`src/rtl/cxd2545_soct_reader_if.sv`:
```
// cxd2545_soct_reader_if: start/status handshake and SOCT serial pins between host and status reader
interface cxd2545_soct_reader_if;
  logic       start;
  logic       busy;
  logic       valid;
  logic       xlat;
  logic       sqck;
  logic       soct_in;
  logic [7:0] per;
  logic [2:0] c1;
  logic [2:0] c2;
  logic       fok;
  logic       gfs;
  logic       lock;
  logic       emph;
  modport master (output start, soct_in, input busy, valid, xlat, sqck, per, c1, c2, fok, gfs, lock, emph);
  modport slave  (input start, soct_in, output busy, valid, xlat, sqck, per, c1, c2, fok, gfs, lock, emph);
endinterface

```
`src/rtl/cxd2545_soct_reader.sv`:
```
// cxd2545_soct_reader: latches the DSP status with xlat, clocks 18 SOCT bits out with sqck and presents them as parallel fields
module cxd2545_soct_reader #(
  parameter int DIV      = 4,
  parameter int XLAT_CYC = 4
) (
  input logic                    sclk,
  input logic                    rst,
  cxd2545_soct_reader_if.slave   bus
);
  localparam int HCMAX = DIV > XLAT_CYC ? DIV : XLAT_CYC;
  localparam int HW    = $clog2(HCMAX);
  localparam logic [HW-1:0] DIV_M1 = HW'(DIV - 1);
  localparam logic [HW-1:0] XL_M1  = HW'(XLAT_CYC - 1);
  typedef enum logic [2:0] {IDLE, LATCH, SETTLE, LOW, HIGH} state_t;
  state_t          state_q, state_d;
  logic [HW-1:0]   hc_q, hc_d;
  logic [4:0]      bc_q, bc_d;
  logic [16:0]     sr_q, sr_d;
  logic [17:0]     frame_q, frame_d;
  logic [1:0]      sync_q;
  logic            valid_q, valid_d, busy_q, busy_d, xlat_q, xlat_d, sqck_q, sqck_d;
  logic            s_soct, last;
  assign s_soct = sync_q[1];
  assign last   = hc_q == (state_q == LATCH ? XL_M1 : DIV_M1);
  always_comb begin
    state_d = state_q;
    hc_d    = (last || state_q == IDLE) ? '0 : hc_q + 1'b1;
    bc_d    = bc_q;
    sr_d    = sr_q;
    frame_d = frame_q;
    valid_d = 1'b0;
    case (state_q)
      IDLE:   state_d = bus.start ? LATCH : IDLE;
      LATCH:  state_d = last ? SETTLE : LATCH;
      SETTLE: if (last) begin
        sr_d    = {s_soct, sr_q[16:1]};
        bc_d    = 5'd1;
        state_d = LOW;
      end
      LOW:    state_d = last ? HIGH : LOW;
      HIGH:   if (last) begin
        if (bc_q == 5'd17) begin
          frame_d = {s_soct, sr_q};
          valid_d = 1'b1;
          state_d = IDLE;
        end else begin
          sr_d    = {s_soct, sr_q[16:1]};
          bc_d    = bc_q + 5'd1;
          state_d = LOW;
        end
      end
      default: state_d = IDLE;
    endcase
    busy_d = state_d != IDLE;
    xlat_d = state_d != LATCH;
    sqck_d = state_d != LOW;
  end
  always_ff @(posedge sclk) begin
    if (rst) begin
      state_q <= IDLE;
      hc_q    <= '0;
      bc_q    <= '0;
      sr_q    <= '0;
      frame_q <= '0;
      sync_q  <= '0;
      valid_q <= 1'b0;
      busy_q  <= 1'b0;
      xlat_q  <= 1'b1;
      sqck_q  <= 1'b1;
    end else begin
      state_q <= state_d;
      hc_q    <= hc_d;
      bc_q    <= bc_d;
      sr_q    <= sr_d;
      frame_q <= frame_d;
      sync_q  <= {sync_q[0], bus.soct_in};
      valid_q <= valid_d;
      busy_q  <= busy_d;
      xlat_q  <= xlat_d;
      sqck_q  <= sqck_d;
    end
  end
  // frame_q[i] is the i-th bit received; C1/C2 arrive MSB first
  assign bus.busy  = busy_q;
  assign bus.valid = valid_q;
  assign bus.xlat  = xlat_q;
  assign bus.sqck  = sqck_q;
  assign bus.per   = frame_q[7:0];
  assign bus.c1    = {frame_q[8], frame_q[9], frame_q[10]};
  assign bus.c2    = {frame_q[11], frame_q[12], frame_q[13]};
  assign bus.fok   = frame_q[14];
  assign bus.gfs   = frame_q[15];
  assign bus.lock  = frame_q[16];
  assign bus.emph  = frame_q[17];
endmodule

```
`src/flat_wrapper.sv`:
```
// flat-port wrapper written by rule: the top's interface ports become plain ports
module cxd2545_soct_reader_flat 
#(
  parameter int DIV      = 4,
  parameter int XLAT_CYC = 4
)
  (sclk, rst, bus_start, bus_soct_in, bus_busy, bus_valid, bus_xlat, bus_sqck, bus_per, bus_c1, bus_c2, bus_fok, bus_gfs, bus_lock, bus_emph);
  cxd2545_soct_reader_if bus_i ();
  input logic sclk;
  input logic rst;
  input wire logic [$bits(bus_i.start)-1:0] bus_start;
  input wire logic [$bits(bus_i.soct_in)-1:0] bus_soct_in;
  output wire logic [$bits(bus_i.busy)-1:0] bus_busy;
  output wire logic [$bits(bus_i.valid)-1:0] bus_valid;
  output wire logic [$bits(bus_i.xlat)-1:0] bus_xlat;
  output wire logic [$bits(bus_i.sqck)-1:0] bus_sqck;
  output wire logic [$bits(bus_i.per)-1:0] bus_per;
  output wire logic [$bits(bus_i.c1)-1:0] bus_c1;
  output wire logic [$bits(bus_i.c2)-1:0] bus_c2;
  output wire logic [$bits(bus_i.fok)-1:0] bus_fok;
  output wire logic [$bits(bus_i.gfs)-1:0] bus_gfs;
  output wire logic [$bits(bus_i.lock)-1:0] bus_lock;
  output wire logic [$bits(bus_i.emph)-1:0] bus_emph;
  assign bus_i.start = bus_start;
  assign bus_i.soct_in = bus_soct_in;
  assign bus_busy = bus_i.busy;
  assign bus_valid = bus_i.valid;
  assign bus_xlat = bus_i.xlat;
  assign bus_sqck = bus_i.sqck;
  assign bus_per = bus_i.per;
  assign bus_c1 = bus_i.c1;
  assign bus_c2 = bus_i.c2;
  assign bus_fok = bus_i.fok;
  assign bus_gfs = bus_i.gfs;
  assign bus_lock = bus_i.lock;
  assign bus_emph = bus_i.emph;
  cxd2545_soct_reader #(.DIV(DIV), .XLAT_CYC(XLAT_CYC)) u_core (.sclk(sclk), .rst(rst), .bus(bus_i));
endmodule
```
`config.mk`:
```
export PLATFORM = sky130hd
export DESIGN_NAME = cxd2545_soct_reader_flat
export DESIGN_NICKNAME = d
export VERILOG_FILES = /design/src/rtl/cxd2545_soct_reader_if.sv /design/src/rtl/cxd2545_soct_reader.sv /design/src/flat_wrapper.sv
export SDC_FILE = /design/constraint.sdc
export NUM_CORES = 1
export LEC_CHECK = 0
export CORE_MARGIN = 2
export CORE_UTILIZATION = 65
export CTS_CLUSTER_DIAMETER = 80
export DETAILED_ROUTE_END_ITERATION = 12
export DONT_BUFFER_PORTS = 1
export PLACE_DENSITY = 0.81
export REMOVE_ABC_BUFFERS = 1
export SLEW_MARGIN = 20
export SYNTH_ARGS = -nofsm -noshare
export SYNTH_HDL_FRONTEND = slang
export SYNTH_SLANG_ARGS = --single-unit
```
`constraint.sdc`:
```
create_clock -name sclk -period 4 [get_ports sclk]
set_clock_uncertainty 0.2 [all_clocks]
set_input_delay 0.8 -clock sclk [delete_from_list [all_inputs] [get_ports sclk]]
set_output_delay 0.8 -clock sclk [all_outputs]
set_load 0.01 [all_outputs]
```
==> results of run 1 <==
## Yosys cell counts (2+ instances only)
master | n | area [um2]
sky130_fd_sc_hd__a21oi_1 | 21 | 105
sky130_fd_sc_hd__buf_2 | 3 | 15.0
sky130_fd_sc_hd__clkbuf_1 | 14 | 52.6
sky130_fd_sc_hd__dfxtp_1 | 51 | 1020
sky130_fd_sc_hd__ha_1 | 3 | 37.5
sky130_fd_sc_hd__inv_1 | 4 | 15.0
sky130_fd_sc_hd__mux2i_1 | 18 | 180
sky130_fd_sc_hd__nand2_1 | 21 | 78.8
sky130_fd_sc_hd__nand3_1 | 19 | 95.1
sky130_fd_sc_hd__nand3b_1 | 2 | 15.0
sky130_fd_sc_hd__nand4bb_1 | 2 | 22.5
sky130_fd_sc_hd__nor2_1 | 6 | 22.5
sky130_fd_sc_hd__nor2b_1 | 3 | 18.8
sky130_fd_sc_hd__nor3_1 | 2 | 10.0
sky130_fd_sc_hd__nor4_1 | 3 | 18.8
sky130_fd_sc_hd__nor4b_1 | 2 | 17.5
sky130_fd_sc_hd__o211a_1 | 3 | 30.0
sky130_fd_sc_hd__o211ai_1 | 2 | 15.0
sky130_fd_sc_hd__o21ai_0 | 17 | 85.1
sky130_fd_sc_hd__o21ai_1 | 2 | 10.0
sky130_fd_sc_hd__o31a_1 | 2 | 17.5
## final cells by class
| class | count | area, um2 | share of cell area [%] |
|---|---|---|---|
| Multi-Input combinational cell | 148 | 975 | 44.9 |
| Inverter | 4 | 15.0 | 0.692 |
| Timing Repair Buffer | 2 | 15.0 | 0.692 |
| Sequential cell | 51 | 1020 | 47.0 |
| Tap cell | 44 | 55.1 | 2.54 |
| Clock buffer | 6 | 51.3 | 2.36 |
| Clock inverter | 2 | 38.8 | 1.79 |
## worst max-delay path: stages, from the launching register on
cell	delay, ns
sky130_fd_sc_hd__dfxtp_1	0.36
sky130_fd_sc_hd__ha_1	0.42
sky130_fd_sc_hd__nand4bb_1	0.74
sky130_fd_sc_hd__o21ai_0	0.47
sky130_fd_sc_hd__a21oi_1	0.13
## kinds of logic (layout without fill, tap and decap cells)
logic type      after synthesis  count (layout)
compound gates               57              57
xor+xnor                      2               2
fa+ha+maj                     3               3
buf+inv                      24              14
flops                        51              51
mux                          18              18
simple gates                 68              68
## where the power goes
group	switching (mW)	leakage (nW)	internal [mW]	total (mW)
sequential	0.00497	0.412	0.513	0.518
clock	0.161	0.0489	0.151	0.313
combinational	0.00789	0.356	0.00570	0.0136
## sequential cells by signal (all words and copies together), names as in the netlist
name,cells
u_core.frame_q,18
u_core.sr_q,17
u_core.bc_q,5
u_core.state_q,3
u_core.hc_q,2
u_core.sync_q,2
u_core.bus.busy,1
u_core.bus.sqck,1
u_core.bus.valid,1
u_core.bus.xlat,1
## layer usage
metal	vias up	wire, um	GRT usage (%)
li1	786	-	-
met2	46	2000	39.0
met4	0	85	13.0
met1	786	1780	29.2
met3	9	169	5.97
met5	-	0	0
## metrics by stage
| step | utilization [%] | total power [mW] |
|---|---|---|
| CTS | 71.1 | 0.846 |
| floorplan | - | 0.538 |
| global placement | 68.2 | 0.541 |
| finish | 71.1 | 0.844 |
| global route | 71.1 | 0.872 |
| detailed placement | 68.2 | 0.542 |
## how the worst min path moves through the flow
stage                     depth (start not counted)      startpoint                 end  slack (ns)
final                                             1  u_core.hc_q[0]      u_core.hc_q[0]        0.24
after global routing                              1             rst  u_core.frame_q[11]        0.25
after CTS                                         1  u_core.hc_q[0]      u_core.hc_q[0]        0.24
after detailed placement                          1  u_core.hc_q[0]      u_core.hc_q[0]        0.22
after global placement                            1  u_core.hc_q[0]      u_core.hc_q[0]        0.21
after floorplan                                   1  u_core.hc_q[0]      u_core.hc_q[0]        0.20
## placed cells by master, fill, tap and decap left out, types with 2 or more instances in the layout
cell type                   netlist  routed
sky130_fd_sc_hd__o21ai_1          2       2
sky130_fd_sc_hd__nand2_1         21      21
sky130_fd_sc_hd__dfxtp_1         51      51
sky130_fd_sc_hd__buf_4            1       2
sky130_fd_sc_hd__o21ai_0         17      17
sky130_fd_sc_hd__nor4b_1          2       2
sky130_fd_sc_hd__mux2i_1         18      18
sky130_fd_sc_hd__nor4_1           3       3
sky130_fd_sc_hd__clkbuf_4         0       5
sky130_fd_sc_hd__nand3b_1         2       2
sky130_fd_sc_hd__ha_1             3       3
sky130_fd_sc_hd__a21oi_1         21      21
sky130_fd_sc_hd__nand3_1         19      19
sky130_fd_sc_hd__o211ai_1         2       2
sky130_fd_sc_hd__nor2_1           6       6
sky130_fd_sc_hd__nor2b_1          3       3
sky130_fd_sc_hd__inv_1            4       4
sky130_fd_sc_hd__o211a_1          3       3
sky130_fd_sc_hd__nand4bb_1        2       2
sky130_fd_sc_hd__o31a_1           2       2
sky130_fd_sc_hd__nor3_1           2       2
==> results.sh, run 1 <==
export IMPL_run_status="finished clean"
export IMPL_dp_hpwl_mm=2.54
export IMPL_holdCritPathClass="reg2reg"
export IMPL_cts_tree="done"
export IMPL_ys_async_rst_share_pct=0
export IMPL_layout_worst_path_cycle_share_pct=60.5
export IMPL_worstSetupEndpointType="flop"
export IMPL_timing_final_max_slew_violations=0
export IMPL_timing_fmax_mhz=414
export IMPL_holdWs_ns=0.236
export IMPL_syn_area_um2=2100
export IMPL_crit_path_start="u_core.hc_q[0]"
export IMPL_first_global_vias=1503
export IMPL_worst_r2r_path_depth=4
export IMPL_netlist_instances=223
export IMPL_ctsLongestPathBuffers=2
export IMPL_postCtsResizedCells=0
export IMPL_worst_skew_pair_later_pin_latency_ns=0.37
export IMPL_critical_path_max_fanout=20
export IMPL_worst_setup_hold_path_clk_slew_ns=0.14
export IMPL_stdcell_area_um2=2170
export IMPL_via_total_after_detailed_routing=1627
export IMPL_design_final_nets=219
export IMPL_core_rowCount=20
export IMPL_clock_tree_htree_level_count=2
export IMPL_synthesis_area_per_instance_um2=9.41
export IMPL_start_kind="flop"
export IMPL_place_ws_ns=1.56
export IMPL_path_class="reg2reg"
export IMPL_routed_via_density=6.33
export IMPL_post_synth_mux_area_share_pct=8.58
export IMPL_routedWlPerCell_um=15.7
export IMPL_r2r_setup_slack_ns=1.58
export IMPL_critical_path_reg2reg_endpoint="u_core.frame_q[5]"
export IMPL_worst_setup_path_endpoint="u_core.frame_q[5]"
export IMPL_drc=0
export IMPL_finalSetupViolations=0
export IMPL_top_level_ports=26
export IMPL_cts_buffers=5
export IMPL_grt_start_max_net_pins=32
export IMPL_ant_nets=0
export IMPL_powerDensity_nw_per_um2=389
export IMPL_total_setup_buffers_inserted_after_cts=0
export IMPL_post_cts_hold_buffer_count=0
export IMPL_complex_gate_fraction_of_the_synthesized_area_pct=17.3
export IMPL_synthSimpleGateAreaFrac_pct=17.6
export IMPL_core_region_area_um2=3050
export IMPL_yosys_area_share_adder_pct=1.79
export IMPL_grt_pass1_wl_mm=6.60
export IMPL_proportion_of_layout_cells_with_a_drive_suffix_above_1_pct=6.10
export IMPL_gp_congestion=0.750
export IMPL_setup_tns_ns=0
export IMPL_dp_cells=249
export IMPL_timing_slew_headroom_pct=28.6
export IMPL_numClockSinks=51
export IMPL_chipWidth_um=60.8
export IMPL_insertedDiodeCount=0
export IMPL_detailed_routing_iteration_count_for_the_pre_antenna_repair_pass=4
export IMPL_layout_min_cycle_time_ns=2.42
export IMPL_ys_warnings_count=0
export IMPL_yosysUniqueCellTypes=44
export IMPL_timing_max_cap_violations=0
export IMPL_design_die_area_um2=3700
export IMPL_cts_root_buffer_cell="sky130_fd_sc_hd__clkbuf_4"
export IMPL_area_growth_syn_to_layout_pct=3.40
export IMPL_total_leakage_power_nw=0.817
export IMPL_synth_top_family_by_area="simple AND/OR/NAND/NOR gates"
export IMPL_fillers=241
export IMPL_postSynthRegisterBits=51
export IMPL_critical_path_arrival_ns=2.49
export IMPL_postLayoutSetupSlackWorst_ns=1.58
export IMPL_post_synth_edffs=0
export IMPL_peakVddDrop_v=0.000290
export IMPL_timing_worst_slew_pin_value_ns=1.06
export IMPL_synthXorXnorAreaFrac_pct=0.834
export IMPL_worst_r2r_startpoint="u_core.hc_q[0]"
export IMPL_buffer_ports_inserted=0
export IMPL_drt_iter0_drc=101
export IMPL_die_height_um=60.8
export IMPL_initial_utilization_pct=68.8
export IMPL_grt_antenna_before_repair=0
export IMPL_drt_wl_total_mm=4.04
export IMPL_synthFlopType="sky130_fd_sc_hd__dfxtp_1"
export IMPL_cp_data_required_time_ns=4.07
export IMPL_grt_setup_unrepaired="false"
export IMPL_postPlaceCellArea_um2=2080
export IMPL_global_route_overflow_total=0
export IMPL_synth_sequential_area_ratio_pct=48.6
export IMPL_groute_usage_overall_pct=24.0
export IMPL_finalHoldViolCount=0
export IMPL_final_cells=257
(Power assumes the default switching activity.)
==> run 2, diff against run 1 <==
ABC_AREA = 1   (was unset)
CORE_UTILIZATION = 61   (was 65)
PLACE_DENSITY = 0.77   (was 0.81)
clock period = 2.3 ns   (was 4 ns; I/O delays follow)
==> results.sh, run 2 <==
export IMPL_run_status="finished clean"
export IMPL_synthSimpleGateAreaFrac_pct=29.6
export IMPL_buffer_ports_inserted=0
export IMPL_ctsLongestPathBuffers=2
export IMPL_setup_tns_ns=0
export IMPL_via_total_after_detailed_routing=1540
export IMPL_post_cts_hold_buffer_count=2
export IMPL_groute_layer_met1_usage_pct=25.0
export IMPL_complex_gate_fraction_of_the_synthesized_area_pct=10.6
export IMPL_multi_input_area_um2=866
export IMPL_proportion_of_layout_cells_with_a_drive_suffix_above_1_pct=14.0
export IMPL_routed_via_density=5.10
export IMPL_post_synth_main_area_contributors="sky130_fd_sc_hd__dfxtp_1 (50%), sky130_fd_sc_hd__nor2_1 (14%), sky130_fd_sc_hd__nand2_1 (4.8%), sky130_fd_sc_hd__o21ai_0 (4.7%), sky130_fd_sc_hd__o21ai_1 (4.2%)"
export IMPL_yosys_top_cells_count="sky130_fd_sc_hd__nor2_1 (78), sky130_fd_sc_hd__dfxtp_1 (51), sky130_fd_sc_hd__nand2_1 (26)"
export IMPL_grt_antenna_before_repair=0
export IMPL_synthesis_area_per_instance_um2=7.80
export IMPL_powerDensity_nw_per_um2=678
export IMPL_cts_tree="done"
export IMPL_top_level_ports=26
export IMPL_design_final_nets=265
export IMPL_total_leakage_power_nw=0.809
export IMPL_use_met3_pct=6.21
export IMPL_holdCritPathClass="in2reg"
export IMPL_power_share_combinational_pct=3.1
export IMPL_cts_root_buffer_cell="sky130_fd_sc_hd__clkbuf_4"
export IMPL_insertedDiodeCount=0
export IMPL_power_frac_clock_pct=34.1
export IMPL_internal_power_mw=1.13
export IMPL_timing_slew_headroom_pct=69.7
export IMPL_seq_area_um2=1020
export IMPL_timing_fmax_mhz=539
export IMPL_design_die_area_um2=3820
export IMPL_area_growth_syn_to_layout_pct=3.69
export IMPL_timing_worst_slew_pin_value_ns=0.454
export IMPL_timing_final_max_slew_violations=0
export IMPL_mostFrequentLayoutCell="sky130_fd_sc_hd__nor2_1"
export IMPL_routedWlPerCell_um=11.1
export IMPL_start_point_of_the_worst_hold_path="bus_start"
export IMPL_r2r_setup_slack_ns=0.44
export IMPL_fillers=283
export IMPL_groute_usage_overall_pct=20.7
export IMPL_post_synth_edffs=0
export IMPL_gp_congestion=0.819
export IMPL_netlist_instances=261
export IMPL_start_kind="flop"
export IMPL_largest_register_ffs=18
export IMPL_reg_with_most_ffs="u_core.frame_q"
export IMPL_dp_hpwl_mm=2.17
export IMPL_synthFlopType="sky130_fd_sc_hd__dfxtp_1"
export IMPL_ys_async_rst_share_pct=0
export IMPL_cp_data_required_time_ns=2.37
export IMPL_stdcell_area_um2=2110
export IMPL_synth_most_common_cell="sky130_fd_sc_hd__nor2_1"
export IMPL_netlist_top_cell_by_area="sky130_fd_sc_hd__dfxtp_1"
export IMPL_postSynthRegisterBits=51
export IMPL_sw_frac_of_total_pct=21.0
export IMPL_numClockSinks=51
export IMPL_worstSetupEndpointType="flop"
export IMPL_ant_nets=0
export IMPL_critical_path_max_fanout=23
export IMPL_global_route_overflow_total=0
export IMPL_grt_pass1_wl_mm=5.78
export IMPL_core_region_area_um2=3100
export IMPL_syn_area_um2=2040
export IMPL_grt_setup_unrepaired="false"
export IMPL_worst_r2r_path_depth=8
export IMPL_total_setup_buffers_inserted_after_cts=0
export IMPL_drc=0
export IMPL_clock_tree_htree_level_count=2
export IMPL_layout_worst_path_cycle_share_pct=80.7
export IMPL_layout_min_cycle_time_ns=1.86
export IMPL_post_synth_top_area_fraction_pct=50.1
export IMPL_worst_skew_pair_later_pin_latency_ns=0.36
export IMPL_worst_setup_hold_path_clk_slew_ns=0.13
export IMPL_timing_max_cap_violations=0
export IMPL_detailed_routing_iteration_count_for_the_pre_antenna_repair_pass=4
export IMPL_path_class="reg2reg"
export IMPL_die_height_um=61.8
export IMPL_postCtsResizedCells=0
export IMPL_power_net_switching_mw=0.301
export IMPL_ys_warnings_count=0
export IMPL_peakVddDrop_v=0.000495
export IMPL_grt_start_max_net_pins=41
export IMPL_worst_r2r_startpoint="u_core.bc_q[0]"
export IMPL_critical_path_arrival_ns=1.92
export IMPL_finalSetupViolations=0
export IMPL_yosys_area_share_adder_pct=1.84
export IMPL_finalHoldViolCount=0
export IMPL_grt_busiest_layer="met2"
export IMPL_holdPathEnd="u_core.bus.sqck"
export IMPL_layout_common_cells="sky130_fd_sc_hd__nor2_1 (78), sky130_fd_sc_hd__dfxtp_1 (51), sky130_fd_sc_hd__nand2_1 (26)"
export IMPL_postPlaceCellArea_um2=2020
export IMPL_drt_wl_total_mm=3.35
export IMPL_first_global_vias=1366
export IMPL_yosysUniqueCellTypes=26
export IMPL_drt_iter0_drc=54
export IMPL_synth_top_family_by_area="simple AND/OR/NAND/NOR gates"
export IMPL_core_rowCount=20
export IMPL_synthXorXnorAreaFrac_pct=0.430
export IMPL_initial_utilization_pct=65.6
export IMPL_reg_top3="u_core.frame_q (18), u_core.sr_q (17), u_core.bc_q (5)"
export IMPL_groute_layer_met2_usage_pct=34.0
export IMPL_share_seq_of_total_power_pct=62.7
export IMPL_hold_path_cell_count=3
export IMPL_cts_buffers=5
export IMPL_chipWidth_um=61.8
export IMPL_synth_sequential_area_ratio_pct=50.1
export IMPL_critical_path_reg2reg_endpoint="u_core.bus.busy"
export IMPL_post_synth_mux_area_share_pct=0
run 2: changes by cell type after synthesis, moves of 4 or more:
cell and delta:
sky130_fd_sc_hd__mux2i_1 -18, sky130_fd_sc_hd__a21oi_1 -19, sky130_fd_sc_hd__nor2_2 +12, sky130_fd_sc_hd__nor2_1 +72, sky130_fd_sc_hd__inv_1 +7, sky130_fd_sc_hd__nand3_1 -12, sky130_fd_sc_hd__clkbuf_1 -9, sky130_fd_sc_hd__nand2_2 +4
sky130_fd_sc_hd__nand2_1 +5, sky130_fd_sc_hd__o21ai_1 +15
run 2: logic make-up after synthesis:
logic type	Yosys count
xor gates and xnor gates	1
adders and majority gates	3
AOI/OAI and AO/OA	41
buffers and inverters	28
and+or+nand+nor	137
DFF	51
run 2: layer usage:
layer  share of wire (%)  vias up  wire [um]
met4                 1.4        0         48
met2                  48       29       1610
met5                   0        -          0
met3                 3.6        4        120
met1                  47      687       1570
li1                    -      820          -
run 2: power groups by stage:
| stage | logic [mW] | registers [mW] | clock network [mW] |
|---|---|---|---|
| 4_1_cts | 0.0454 | 0.898 | 0.504 |
| 3_3_place_gp | 0.0387 | 0.917 | 0 |
| 3_5_place_dp | 0.0397 | 0.917 | 0 |
| 2_1_floorplan | 0.0315 | 0.916 | 0 |
| 6_report | 0.0448 | 0.898 | 0.489 |
| 5_1_grt | 0.0527 | 0.900 | 0.536 |
run 2: metrics by stage:
step	power [mW]	hold slack, ns	cells	setup slack, ns	utilization [%]
finish	1.43	0.157	302	0.445	68.1
detailed placement	0.957	0.208	293	0.434	65.0
global route	1.49	0.170	302	0.229	68.1
CTS	1.45	0.146	302	0.420	68.1
floorplan	0.948	0.188	247	0.565	-
global placement	0.956	0.190	293	0.476	65.0
run 2: how the worst max path moves through the flow:
stage | startpoint | slack (ns) | cells past startpoint | to
final | u_core.bc_q[0] | 0.44 | 8 | u_core.bus.busy
after global routing | u_core.bc_q[0] | 0.23 | 8 | u_core.bus.busy
after detailed placement | u_core.bc_q[0] | 0.43 | 8 | u_core.bus.busy
after global placement | u_core.bc_q[0] | 0.48 | 8 | u_core.bus.busy
after CTS | u_core.bc_q[0] | 0.42 | 8 | u_core.bus.busy
after floorplan | u_core.bc_q[1] | 0.57 | 8 | u_core.bc_q[1]
run 2: layout make-up:
| type | instances | area share (%) |
|---|---|---|
| Tap cell | 44 | 2.61 |
| Inverter | 14 | 2.84 |
| Sequential cell | 51 | 48.3 |
| Clock inverter | 2 | 1.78 |
| Timing Repair Buffer | 4 | 1.66 |
| Multi-Input combinational cell | 182 | 41.0 |
| Clock buffer | 5 | 1.78 |
run 2: worst max-delay path, cell delays in order, from the launching register on:
cell and delay, ns:
sky130_fd_sc_hd__dfxtp_1 0.42, sky130_fd_sc_hd__ha_1 0.19, sky130_fd_sc_hd__nand2_1 0.07, sky130_fd_sc_hd__nor2_2 0.14, sky130_fd_sc_hd__nand2_1 0.08, sky130_fd_sc_hd__nand3_2 0.33, sky130_fd_sc_hd__nand3_1 0.19, sky130_fd_sc_hd__nand2_1 0.11
sky130_fd_sc_hd__nand2_1 0.05
==> run 3, diff against run 2 <==
ABC_AREA = 0   (was 1)
CORE_UTILIZATION = 55   (was 61)
PLACE_DENSITY = 0.73   (was 0.77)
clock period = 1.53 ns   (was 2.3 ns; I/O delays follow)
==> results.sh, run 3 (synthesis results as in run 1) <==
export IMPL_worst_setup_hold_path_clk_slew_ns=0.10
export IMPL_critical_path_reg2reg_endpoint="u_core.sr_q[6]"
export IMPL_final_core_util_pct=86.8
export IMPL_routedWlPerCell_um=24.5
export IMPL_initial_utilization_pct=57.3
export IMPL_routed_via_density=6.70
export IMPL_reg_top3="u_core.frame_q (18), u_core.sr_q (17), u_core.bc_q (5)"
export IMPL_cts_tree="done"
export IMPL_proportion_of_layout_cells_with_a_drive_suffix_above_1_pct=50.4
export IMPL_cts_buffers=5
export IMPL_postLayoutSetupSlackWorst_ns=-0.379
export IMPL_run_status="complete, but fails checks"
export IMPL_fillers=162
export IMPL_largest_register_ffs=18
export IMPL_critical_path_arrival_ns=1.93
export IMPL_die_height_um=65.8
export IMPL_drt_iter0_drc=130
export IMPL_path_class="reg2reg"
export IMPL_gp_congestion=0.853
export IMPL_insertedDiodeCount=0
export IMPL_via_total_after_detailed_routing=2064
export IMPL_final_cells=308
export IMPL_groute_usage_overall_pct=30.6
export IMPL_dp_hpwl_mm=3.27
export IMPL_sw_frac_of_total_pct=24.0
export IMPL_design_die_area_um2=4330
export IMPL_internal_power_mw=1.76
export IMPL_r2r_setup_slack_ns=-0.38
export IMPL_layout_worst_path_cycle_share_pct=125
export IMPL_violated_checks="negative setup slack"
export IMPL_finalHoldViolCount=0
export IMPL_total_power_mw=2.32
export IMPL_postPlaceCellArea_um2=2340
export IMPL_grt_antenna_before_repair=0
export IMPL_share_seq_of_total_power_pct=58.2
export IMPL_holdCritPathClass="in2reg"
export IMPL_place_ws_ns=-0.294
export IMPL_holdWs_ns=0.00681
export IMPL_timing_worst_slew_pin_value_ns=0.377
export IMPL_chipWidth_um=65.8
export IMPL_start_kind="flop"
export IMPL_timing_max_cap_violations=0
export IMPL_drt_wl_total_mm=7.55
export IMPL_numClockSinks=51
export IMPL_worst_skew_pair_later_pin_latency_ns=0.32
export IMPL_grt_start_max_net_pins=29
export IMPL_worstSetupEndpointType="flop"
export IMPL_timing_fmax_mhz=524
export IMPL_start_point_of_the_worst_hold_path="rst"
export IMPL_powerDensity_nw_per_um2=730
export IMPL_grt_pass1_wl_mm=9.98
export IMPL_buffer_ports_inserted=0
export IMPL_setup_tns_ns=-8.39
export IMPL_stdcell_area_um2=3180
export IMPL_layout_min_cycle_time_ns=1.91
export IMPL_core_rowCount=22
export IMPL_ctsLongestPathBuffers=2
export IMPL_worst_path_largest_cell_delay_ns=0.43
export IMPL_timing_final_max_slew_violations=0
export IMPL_cts_root_buffer_cell="sky130_fd_sc_hd__clkbuf_8"
export IMPL_worst_r2r_startpoint="u_core.state_q[1]"
export IMPL_top_level_ports=26
export IMPL_timing_critical_path_cells="or3b_4, o211ai_4, buf_12, mux2i_1"
export IMPL_area_growth_syn_to_layout_pct=51.3
export IMPL_power_net_switching_mw=0.557
export IMPL_mostFrequentLayoutCell="sky130_fd_sc_hd__dfxtp_1"
export IMPL_holdPathEnd="u_core.bus.busy"
export IMPL_grt_setup_unrepaired="true"
export IMPL_total_leakage_power_nw=1.14
export IMPL_peakVddDrop_v=0.000795
export IMPL_detailed_routing_iteration_count_for_the_pre_antenna_repair_pass=5
export IMPL_ant_nets=0
export IMPL_drc=0
export IMPL_first_global_vias=2059
export IMPL_cp_data_required_time_ns=1.55
export IMPL_global_route_overflow_total=0
export IMPL_hold_path_cell_count=2
export IMPL_critical_path_max_fanout=6
export IMPL_power_share_combinational_pct=4.7
export IMPL_reg_with_most_ffs="u_core.frame_q"
export IMPL_clock_tree_htree_level_count=2
export IMPL_design_final_nets=266
export IMPL_layout_common_cells="sky130_fd_sc_hd__dfxtp_1 (41), sky130_fd_sc_hd__buf_4 (26), sky130_fd_sc_hd__a21oi_2 (20), sky130_fd_sc_hd__nand2_1 (20), sky130_fd_sc_hd__mux2i_1 (17)"
export IMPL_power_frac_clock_pct=37.1
export IMPL_finalSetupViolations=45
export IMPL_timing_slew_headroom_pct=74.7
export IMPL_core_region_area_um2=3660
export IMPL_worst_r2r_path_depth=4
export IMPL_timing_critical_path_slowest_stage_cell="sky130_fd_sc_hd__or3b_4"
export IMPL_dp_cells=283
==> run 3: worst max path at each step <==
stage	endpoint	from	depth (start not counted)
after floorplan	u_core.bus.xlat	u_core.bc_q[0]	4
after global placement	u_core.bus.sqck	u_core.bc_q[1]	6
after detailed placement	u_core.bus.sqck	u_core.bc_q[1]	6
after CTS	u_core.sr_q[6]	u_core.state_q[0]	4
after global routing	u_core.sr_q[6]	u_core.bc_q[1]	6
final	u_core.sr_q[6]	u_core.state_q[1]	4
==> run 3: metal layers <==
layer / share of wire, % / routed length [um] / GRT usage [%]
met5: 0 / 0 / 0
met4: 6.0 / 455 / 15.6
met3: 7.8 / 591 / 7.33
met2: 50 / 3770 / 53.4
met1: 36 / 2730 / 34.5
==> run 3: layout make-up <==
class,count,area [um2],share of cell area (%)
Timing Repair Buffer,49,546,17.2
Tap cell,48,60.1,1.89
Sequential cell,51,1040,32.7
Multi-Input combinational cell,148,1420,44.8
Inverter,4,15.0,0.473
Clock inverter,1,8.76,0.276
Clock buffer,7,86.3,2.72
==> run 3: timing repair <==
item	CTS	global route
hold buffers	2	0
setup buffers	7	5
resized for setup	81	57
endpoints found under the setup margin	45	46
pin swaps	42	37
hold endpoints to repair	28	0
cloned	3	1
==> run 3: power groups by stage <==
| stage | clock network (mW) | logic (mW) | registers (mW) |
|---|---|---|---|
| after global placement | 0 | 0.0545 | 1.38 |
| after global routing | 0.888 | 0.116 | 1.35 |
| final | 0.859 | 0.110 | 1.35 |
| after CTS | 0.826 | 0.0841 | 1.35 |
| after detailed placement | 0 | 0.0576 | 1.38 |
| after floorplan | 0 | 0.0291 | 1.38 |
==> run 3: worst max-delay path: cells and delay by family (launching register included) <==
kind                   cells  cell delay [ns]
AOI/OAI and AO/OA          1             0.32
buffers and inverters      1             0.19
DFF                        1             0.37
muxes                      1             0.29
and+or+nand+nor            1             0.43
